==> config.mk <==
export PLATFORM = sky130hd
export DESIGN_NAME = full_sub
export DESIGN_NICKNAME = d
export VERILOG_FILES = /design/src/rtl/full_sub_pkg.sv /design/src/rtl/full_sub_cell.sv /design/src/rtl/full_sub.sv
export SDC_FILE = /design/constraint.sdc
export NUM_CORES = 1
export LEC_CHECK = 0
export CORE_AREA = 5 5 42 44
export CTS_CLUSTER_DIAMETER = 40
export CTS_CLUSTER_SIZE = 8
export DETAILED_ROUTE_END_ITERATION = 7
export DIE_AREA = 0 0 47 49
export PLACE_DENSITY = 0.39
export SYNTH_ARGS = -nofsm -noshare
export SYNTH_HDL_FRONTEND = slang
export SYNTH_HIERARCHICAL = 1
export SYNTH_SLANG_ARGS = --single-unit
export TNS_END_PERCENT = 5
==> constraint.sdc <==
create_clock -name clk -period 3.3 [get_ports clk]
set_input_delay 0.66 -clock clk [delete_from_list [all_inputs] [get_ports clk]]
set_output_delay 0.66 -clock clk [all_outputs]
set_load 0.005 [all_outputs]
==> src/rtl/full_sub_pkg.sv <==
// Shared arithmetic constants for the registered ripple-borrow subtractor.
package full_sub_pkg;

   localparam int   FULL_SUB_WIDTH = 1;
   localparam logic D_RST_BIT      = 1'b0;

endpackage

==> src/rtl/full_sub_cell.sv <==
// Combinational 1-bit full-subtractor cell; one link of the borrow chain.
module full_sub_cell (
   input  logic a,
   input  logic b,
   input  logic bin,
   output logic d,
   output logic bout
);

   assign d    = a ^ b ^ bin;
   assign bout = (~a & b) | (~a & bin) | (b & bin);

endmodule

==> src/rtl/full_sub.sv <==
// Registered WIDTH-bit ripple-borrow subtractor: {bo, d} = a - b - c, one-cycle latency.
module full_sub
   import full_sub_pkg::*;
#(
   parameter int WIDTH = FULL_SUB_WIDTH
) (
   input  logic             clk,
   input  logic             rst,
   input  logic             in_valid,
   input  logic [WIDTH-1:0] a,
   input  logic [WIDTH-1:0] b,
   input  logic             c,
   output logic             out_valid,
   output logic [WIDTH-1:0] d,
   output logic             bo
);

   logic [WIDTH:0]   br;
   logic [WIDTH-1:0] d_next;

   assign br[0] = c;

   for (genvar i = 0; i < WIDTH; i++) begin : g_cell
      full_sub_cell u_cell (
         .a    (a[i]),
         .b    (b[i]),
         .bin  (br[i]),
         .d    (d_next[i]),
         .bout (br[i+1])
      );
   end

   // NOTE: sequential state uses non-blocking assignments so every flop samples pre-edge values.
   always_ff @(posedge clk) begin
      if (rst) begin
         out_valid <= 1'b0;
         d         <= {WIDTH{D_RST_BIT}};
         bo        <= 1'b0;
      end else begin
         out_valid <= in_valid;
         // Result registers only load on valid operands, so idle inputs never disturb d/bo.
         if (in_valid) begin
            d  <= d_next;
            bo <= br[WIDTH];
         end
      end
   end

endmodule

# Word level (Yosys, flattened, before mapping)
# Cells that the tools add are included.
# word_totals
reg_bits	3
inputBits	6
output_inout_bits	3
# op_classes
bitwise	8
# ops
cell	count
AND 1 bit	3
bitwise OR 1 bit	2
XOR 1 bit	2
inverter 1 bit	1

# Logic depth before layout (Yosys ltp)
# Gate-level depths: netlist (run 1).
# logic_depth
depth_word	4
mapped_depth	5

# Hierarchy
# Netlist (run 1), hierarchy kept.
# modules_own_cells
mod	n_inst	cells_each	area_per_inst_um2	seq_area_each_um2
full_sub	1	8	93.8	60.1
full_sub_cell	1	3	27.5	0.0

# Worst setup path before layout (run 1)
# No wires, ideal clock.
# synth_path
kind	input to register
from	input a
to	register d
setup_ps	114
t_arrival_ps	1402
setup_slack_ps	1784
stages	5
n_path_buf	0
cell_sequence	inv_1 > fa_1 > inv_1 > mux2i_1 > nor2_1
# synth_via
elab_chain_len	2
# synth_rtl
item	line_no	text
start, declared	full_sub.sv:10	input logic [WIDTH-1:0] a,
XOR 1 bit (2 in series)	full_sub_cell.sv:10	assign d = a ^ b ^ bin;
net d_next	full_sub.sv:19	logic [WIDTH-1:0] d_next;
end signal, assigned	full_sub.sv:37	d <= {WIDTH{D_RST_BIT}};
end signal, assigned	full_sub.sv:43	d <= d_next;
end, declared	full_sub.sv:14	output logic [WIDTH-1:0] d,
# The timed path passes the listed nets, and every way through them passes these cells.
# A chain may end at the register's enable or synchronous reset.

# Worst setup path in the final report (run 1)
# Same ends and word-level chain as after synthesis.

==> metrics.txt, run 1 <==
# TYPE chip_impl_metric gauge
chip_impl_info{name="run_status",value="complete, no violations"} 1
chip_impl_metric{name="antenna_found_initial",unit=""} 0
chip_impl_metric{name="final_estimated_routing_congestion_in_global_placement",unit=""} 0.644
chip_impl_metric{name="met1_usage",unit="%"} 4.19
chip_impl_info{name="end_kind",value="register"} 1
chip_impl_metric{name="slew_violations",unit=""} 0
chip_impl_metric{name="std_cell_rows",unit=""} 14
chip_impl_metric{name="die_area",unit="um^2"} 2300
chip_impl_metric{name="flow.area_growth_from_synthesis",unit="%"} 104
chip_impl_metric{name="r2r_slack",unit="ns"} 2.70
chip_impl_metric{name="max_cap_viol_count",unit=""} 0
chip_impl_metric{name="drt_wl_total",unit="um"} 290
chip_impl_metric{name="die_x",unit="um"} 47
chip_impl_metric{name="groute.layer.met3.usage",unit="%"} 5.54
chip_impl_metric{name="n_fill_cell",unit=""} 164
chip_impl_metric{name="avgRoutedWirePerCell",unit="um"} 7.44
chip_impl_info{name="clock_tree.root_cell",value="sky130_fd_sc_hd__clkbuf_4"} 1
chip_impl_metric{name="multi_input_comb_area",unit="um^2"} 53.8
chip_impl_info{name="critPathKind",value="input pin to register"} 1
chip_impl_metric{name="timing.max_slew.rel_slack",unit="%"} 91.9
chip_impl_metric{name="clock_path_buffers",unit=""} 2
chip_impl_metric{name="cts_inserted_buffers",unit=""} 3
chip_impl_metric{name="critPathMaxStageDelay",unit="ns"} 0.52
chip_impl_metric{name="required",unit="ns"} 3.42
chip_impl_metric{name="leakagePower",unit="nW"} 0.106
chip_impl_info{name="cell_chain_critical_path",value="clkdlybuf4s50_1 > inv_1 > fa_1 > inv_1 > mux2i_1 > nor2_1"} 1
chip_impl_metric{name="drive_above_1_share",unit="%"} 13.0
chip_impl_metric{name="gr-usage-all-layers",unit="%"} 3.74
chip_impl_metric{name="floorplan.die.height",unit="um"} 49
chip_impl_metric{name="clkSinkCount",unit=""} 3
chip_impl_info{name="crit_end",value="d"} 1
chip_impl_info{name="grt_setup_unrepaired",value="no"} 1
chip_impl_info{name="critical-path-slowest-cell",value="sky130_fd_sc_hd__fa_1"} 1
chip_impl_metric{name="grt_max_degree",unit=""} 4
chip_impl_metric{name="critPathArrivalTime",unit="ns"} 1.89
chip_impl_metric{name="detail-route-antenna-nets",unit=""} 0
chip_impl_metric{name="synth-seq-cells",unit=""} 3
chip_impl_metric{name="timing_worst_slew_pin_value",unit="ns"} 0.118
chip_impl_metric{name="drt_pass1_iterations",unit=""} 2
chip_impl_info{name="critical_path.top_delay_family",value="buffers and inverters"} 1
chip_impl_metric{name="net_count_of_the_mapped_netlist",unit=""} 18
chip_impl_metric{name="initial_core_utilization",unit="%"} 8.66
chip_impl_metric{name="detailedRoute.firstIterationViolations",unit=""} 1
chip_impl_info{name="worst_hold_check_path_type",value="register to register"} 1
chip_impl_metric{name="clkTransAtPathRegs",unit="ns"} 0.04
chip_impl_metric{name="detail_route.vias_per_cell",unit=""} 2.82
chip_impl_metric{name="report.final.hold_viol_count",unit=""} 0
chip_impl_metric{name="design.portCount",unit=""} 9
chip_impl_metric{name="vias_in_the_first_global_route",unit=""} 136
chip_impl_info{name="startpoint_type",value="input pin"} 1
chip_impl_metric{name="number_of_instances_in_the_synthesized_netlist",unit=""} 11
chip_impl_metric{name="achievable-frequency",unit="MHz"} 564
chip_impl_metric{name="dr_vias",unit=""} 110
chip_impl_info{name="crit_start",value="a"} 1
chip_impl_info{name="crit_reg_reg_endpoint",value="bo"} 1
chip_impl_metric{name="finalNetCount",unit=""} 31
chip_impl_metric{name="cts_hold_buffers",unit=""} 0
chip_impl_metric{name="insertion_delay",unit="ns"} 0.23
chip_impl_metric{name="cts_max_level",unit=""} 1
chip_impl_metric{name="power.density",unit="nW/um^2"} 496
chip_impl_info{name="global_route.peak_usage_layer",value="met3"} 1
chip_impl_metric{name="drc",unit=""} 0
chip_impl_metric{name="worstPathMaxFanout",unit=""} 1
chip_impl_metric{name="grt_util_met2",unit="%"} 2.94
chip_impl_metric{name="timing.reg2reg.worst_path_depth",unit=""} 2
chip_impl_metric{name="period_needed",unit="ns"} 1.77
chip_impl_metric{name="post_synthesis_sequential_area_ratio",unit="%"} 49.5
chip_impl_metric{name="detailed_place.area",unit="um^2"} 221
chip_impl_metric{name="irDropWorstVdd",unit="V"} 0.000172
chip_impl_metric{name="sequential_cell_area",unit="um^2"} 60.1
chip_impl_metric{name="timing.final.crit_share",unit="%"} 53.7
chip_impl_metric{name="synth.yosys.warnings",unit=""} 6
chip_impl_metric{name="wire_length_of_the_first_global_routing_pass",unit="um"} 538
chip_impl_metric{name="port_buffers",unit=""} 8
chip_impl_metric{name="synth.distinct_cells",unit=""} 6
chip_impl_metric{name="global_route.overflow_total",unit=""} 0
chip_impl_metric{name="setup_viol",unit=""} 0
chip_impl_metric{name="synth.cell_area",unit="um^2"} 121
chip_impl_info{name="cts_tree",value="done"} 1
chip_impl_metric{name="synth.avg_cell_area",unit="um^2"} 11.0
chip_impl_metric{name="finalInstanceArea",unit="um^2"} 248
chip_impl_metric{name="count_of_cells_resized_by_post_cts_repair",unit=""} 0
chip_impl_metric{name="totalNegativeSetupSlack",unit="ns"} 0
chip_impl_metric{name="worst_hold_slack",unit="ns"} 0.510
chip_impl_info{name="critical-path-top-cell-by-count",value="sky130_fd_sc_hd__inv_1"} 1
chip_impl_info{name="r2r_start",value="bo"} 1
chip_impl_metric{name="final.setup_skew",unit="ns"} 0
chip_impl_metric{name="n_antenna_cell",unit=""} 0
chip_impl_metric{name="p_total",unit="mW"} 0.123
chip_impl_metric{name="core_region_area",unit="um^2"} 1400
chip_impl_metric{name="cp.buffers_inverters",unit=""} 3
chip_impl_metric{name="cts_post_setup_buffers_inserted",unit=""} 0
chip_impl_metric{name="cell_count_along_the_critical_path",unit=""} 6
[per-layer routing]
layer,routed length [um],vias up,share of wire [%]
li1,-,56,-
met1,140,45,48
met2,71,9,24
met3,77,0,27
met4,0,0,0
met5,0,-,0
[worst register-to-register path, cell delays in order, from the launching register on]
cell	delay [ns]
sky130_fd_sc_hd__dfxtp_1	0.31
sky130_fd_sc_hd__mux2i_1	0.12
sky130_fd_sc_hd__nor2_1	0.05
[final cells by class]
cell class / instances / area share (%)
clock buffer: 4 / 10.6
inverter: 2 / 3.03
multi-input combinational: 6 / 21.7
sequential: 3 / 24.2
tap: 16 / 8.08
timing repair buffer: 8 / 32.3
[power breakdown]
part	leakage [nW]	internal (mW)	switching [mW]
Clock	0.0150	0.0453	0.0188
Sequential	0.0249	0.0391	0.00136
Combinational	0.0659	0.0126	0.00582
[flip-flops by register name, indices dropped and copies added, names as in the netlist]
signal     cells
bo             1
d              1
out_valid      1
[how the worst min path moves through the flow]
| stage | start | to | slack [ns] | depth (start not counted) |
|---|---|---|---|---|
| floorplan | bo | bo | 0.48 | 2 |
| global placement | bo | bo | 0.48 | 2 |
| detailed placement | d | d | 0.51 | 2 |
| CTS | d | d | 0.52 | 2 |
| global route | d | d | 0.60 | 2 |
| finish | d | d | 0.51 | 2 |
[cell usage in the layout, fill, tap and decap left out]
cell type	instances
sky130_fd_sc_hd__fa_1	1
sky130_fd_sc_hd__nor2b_1	1
sky130_fd_sc_hd__clkbuf_1	1
sky130_fd_sc_hd__mux2i_1	2
sky130_fd_sc_hd__clkbuf_4	3
sky130_fd_sc_hd__inv_1	2
sky130_fd_sc_hd__nor2_1	2
sky130_fd_sc_hd__clkdlybuf4s50_1	8
sky130_fd_sc_hd__dfxtp_1	3
[cells by family (layout without fill, tap and decap cells)]
kind of cell / Yosys count / count (layout) / share of synthesized area, %
simple gates: 3 / 3 / 11.3
flops: 3 / 3 / 49.5
buf+inv: 2 / 14 / 6.19
fa+ha+maj: 1 / 1 / 16.5
mux: 2 / 2 / 16.5
[cell usage after synthesis]
library cell,number,area share [%]
sky130_fd_sc_hd__dfxtp_1,3,49
sky130_fd_sc_hd__inv_1,2,6.2
sky130_fd_sc_hd__mux2i_1,2,16
sky130_fd_sc_hd__nor2_1,2,6.2
sky130_fd_sc_hd__fa_1,1,16
sky130_fd_sc_hd__nor2b_1,1,5.2
[per-stage QoR]
step,instances,worst slack (ns),utilization [%]
floorplan,11,1.78,-
global placement,35,1.30,15.8
detailed placement,35,1.29,15.8
CTS,39,1.53,17.7
global route,39,1.45,17.7
finish,39,1.53,17.7
Note: power is estimated with default switching activity, not from simulation.
==> inputs of run 2 (changes only) <==
==> constraint.sdc (replaced) <==
create_clock -name clk -period 1.7 [get_ports clk]
set_input_delay 0.34 -clock clk [delete_from_list [all_inputs] [get_ports clk]]
set_output_delay 0.34 -clock clk [all_outputs]
set_load 0.005 [all_outputs]
==> run 2 against run 1 <==
Sequential share of layout area did not move. Setup slack got worse by 1.3 ns. Routed wire length rose by 1.0%. Sequential power rose by 94%. Final cell count did not move. Hold slack got worse by 0.0014 ns. Largest power group unchanged. Via count rose by 2.7%. Largest cell class unchanged. Flip-flop and latch count did not move.
==> metrics.txt, run 2 (synthesis gave the netlist of run 1 again) <==
# TYPE chip_impl_metric gauge
chip_impl_metric{name="fin_worst_setup_slack",unit="ns"} 0.242
chip_impl_info{name="commonest_cells_after_routing_fill_and_taps_aside",value="8 x sky130_fd_sc_hd__clkdlybuf4s50_1, 3 x sky130_fd_sc_hd__dfxtp_1, 3 x sky130_fd_sc_hd__clkbuf_4"} 1
chip_impl_metric{name="cts_inserted_buffers",unit=""} 3
chip_impl_metric{name="totalNegativeSetupSlack",unit="ns"} 0
chip_impl_metric{name="floorplan.die.height",unit="um"} 49
chip_impl_info{name="grt_setup_unrepaired",value="no"} 1
chip_impl_metric{name="clkSinkCount",unit=""} 3
chip_impl_info{name="clock_tree.root_cell",value="sky130_fd_sc_hd__clkbuf_4"} 1
chip_impl_metric{name="layout.cells.non_filler",unit=""} 39
chip_impl_metric{name="irDropWorstVdd",unit="V"} 0.000385
chip_impl_metric{name="report.final.hold_viol_count",unit=""} 0
chip_impl_metric{name="drive_above_1_share",unit="%"} 13.0
chip_impl_metric{name="final.setup_skew",unit="ns"} 0
chip_impl_metric{name="cts_post_setup_buffers_inserted",unit=""} 0
chip_impl_metric{name="final_estimated_routing_congestion_in_global_placement",unit=""} 0.642
chip_impl_metric{name="global_route.overflow_total",unit=""} 0
chip_impl_metric{name="drt_pass1_iterations",unit=""} 2
chip_impl_metric{name="detail_route.vias_per_cell",unit=""} 2.90
chip_impl_metric{name="clkTransAtPathRegs",unit="ns"} 0.04
chip_impl_metric{name="drt_wl_total",unit="um"} 293
chip_impl_metric{name="detailedPlace.worstSlack",unit="ns"} 0.00347
chip_impl_metric{name="cts_max_level",unit=""} 1
chip_impl_metric{name="count_of_cells_resized_by_post_cts_repair",unit=""} 0
chip_impl_metric{name="design.portCount",unit=""} 9
chip_impl_metric{name="achievable-frequency",unit="MHz"} 686
chip_impl_metric{name="wl_met1",unit="um"} 136
chip_impl_metric{name="finalNetCount",unit=""} 31
chip_impl_info{name="critical-path-slowest-cell",value="sky130_fd_sc_hd__fa_1"} 1
chip_impl_info{name="run_status",value="complete, no violations"} 1
chip_impl_metric{name="count_of_cells_along_the_worst_hold_path",unit=""} 2
chip_impl_metric{name="cp.buffers_inverters",unit=""} 3
chip_impl_metric{name="detailedRoute.firstIterationViolations",unit=""} 2
chip_impl_metric{name="power.density",unit="nW/um^2"} 956
chip_impl_metric{name="drc",unit=""} 0
chip_impl_metric{name="timing.final.crit_share",unit="%"} 85.7
chip_impl_info{name="startpoint_type",value="input pin"} 1
chip_impl_metric{name="detail-route-antenna-nets",unit=""} 0
chip_impl_metric{name="cts_hold_buffers",unit=""} 0
chip_impl_metric{name="gr-usage-all-layers",unit="%"} 3.88
chip_impl_metric{name="cell_count_along_the_critical_path",unit=""} 6
chip_impl_metric{name="timing.max_slew.rel_slack",unit="%"} 91.7
chip_impl_metric{name="n_antenna_cell",unit=""} 0
chip_impl_metric{name="worstPathMaxFanout",unit=""} 1
chip_impl_metric{name="met2_wirelength",unit="um"} 75
chip_impl_metric{name="setup_viol",unit=""} 0
chip_impl_info{name="end_kind",value="register"} 1
chip_impl_info{name="worst_hold_check_path_type",value="register to register"} 1
chip_impl_metric{name="wire_length_of_the_first_global_routing_pass",unit="um"} 565
chip_impl_metric{name="timing.reg2reg.worst_path_depth",unit=""} 2
chip_impl_info{name="final_common_cell",value="sky130_fd_sc_hd__clkdlybuf4s50_1"} 1
chip_impl_metric{name="critPathArrivalTime",unit="ns"} 1.58
chip_impl_info{name="critical_path.top_delay_family",value="buffers and inverters"} 1
chip_impl_metric{name="die_x",unit="um"} 47
chip_impl_info{name="reg_top3",value="bo: 1 flops, d: 1 flops, out_valid: 1 flops"} 1
chip_impl_metric{name="slew_violations",unit=""} 0
chip_impl_metric{name="required",unit="ns"} 1.82
chip_impl_metric{name="leakagePower",unit="nW"} 0.106
chip_impl_info{name="critical-path-top-cell-by-count",value="sky130_fd_sc_hd__inv_1"} 1
chip_impl_info{name="cell_chain_critical_path",value="clkdlybuf4s50_1 > inv_1 > fa_1 > inv_1 > mux2i_1 > nor2_1"} 1
chip_impl_metric{name="period_needed",unit="ns"} 1.46
chip_impl_metric{name="critPathMaxStageDelay",unit="ns"} 0.52
chip_impl_metric{name="timing_worst_slew_pin_value",unit="ns"} 0.121
chip_impl_metric{name="std_cell_rows",unit=""} 14
chip_impl_metric{name="vias_in_the_first_global_route",unit=""} 140
chip_impl_metric{name="insertion_delay",unit="ns"} 0.23
chip_impl_metric{name="grt_max_degree",unit=""} 4
chip_impl_metric{name="die_area",unit="um^2"} 2300
chip_impl_metric{name="clock_path_buffers",unit=""} 2
chip_impl_metric{name="flow.area_growth_from_synthesis",unit="%"} 104
chip_impl_metric{name="port_buffers",unit=""} 8
chip_impl_metric{name="final_util",unit="%"} 17.7
chip_impl_metric{name="initial_core_utilization",unit="%"} 8.66
chip_impl_metric{name="dr_wl_met3",unit="um"} 81
chip_impl_metric{name="dr_vias",unit=""} 113
chip_impl_info{name="cts_tree",value="done"} 1
chip_impl_metric{name="avgRoutedWirePerCell",unit="um"} 7.51
chip_impl_metric{name="max_cap_viol_count",unit=""} 0
chip_impl_info{name="uppermost_routed_layer",value="met3"} 1
chip_impl_metric{name="core_region_area",unit="um^2"} 1400
chip_impl_metric{name="placed_cells",unit=""} 35
chip_impl_metric{name="antenna_found_initial",unit=""} 0
chip_impl_info{name="critPathKind",value="input pin to register"} 1
run 2: cell counts in the layout (fill, tap and decap cells not counted):
No cell type changed its count.
run 2: path summary, 6_finish.rpt:
check	slack, ns	startpoint	end
max	0.24	a	d
min	0.51	d	d
max reg2reg	1.11	bo	bo
min reg2reg	0.51	d	d
run 2: area by class of cell:
cell class	instances	area, um^2
sequential	3	60.1
multi-input combinational	6	53.8
clock buffer	4	26.3
tap	16	20.0
timing repair buffer	8	80.1
fill	167	1150
inverter	2	7.51
run 2: metrics by stage:
stage          hold WS, ns  total power, mW  cell area (um^2)
4_1_cts              0.520            0.245               248
6_report             0.508            0.237               248
3_3_place_gp         0.481            0.115               221
3_5_place_dp         0.510            0.116               221
2_1_floorplan        0.412           0.0902               121
5_1_grt              0.599            0.259               248
run 2: where the power goes:
group	internal (mW)	switching, mW
logic	0.0247	0.0113
registers	0.0760	0.00258
clock network	0.0878	0.0345
total	0.188	0.0483
run 2: routing by layer:
metal  up-vias  GRT usage, %
li1         57             -
met1        45          4.41
met2        11          3.39
met3         0          6.27
met4         0          1.38
met5         -             0
run 2: tightest hold or removal path: cells and delay by family, from the launching register on:
family	cells	cell delay (ns)
AND/OR/NAND/NOR	1	0.08
flip-flops	1	0.32
multiplexers	1	0.07
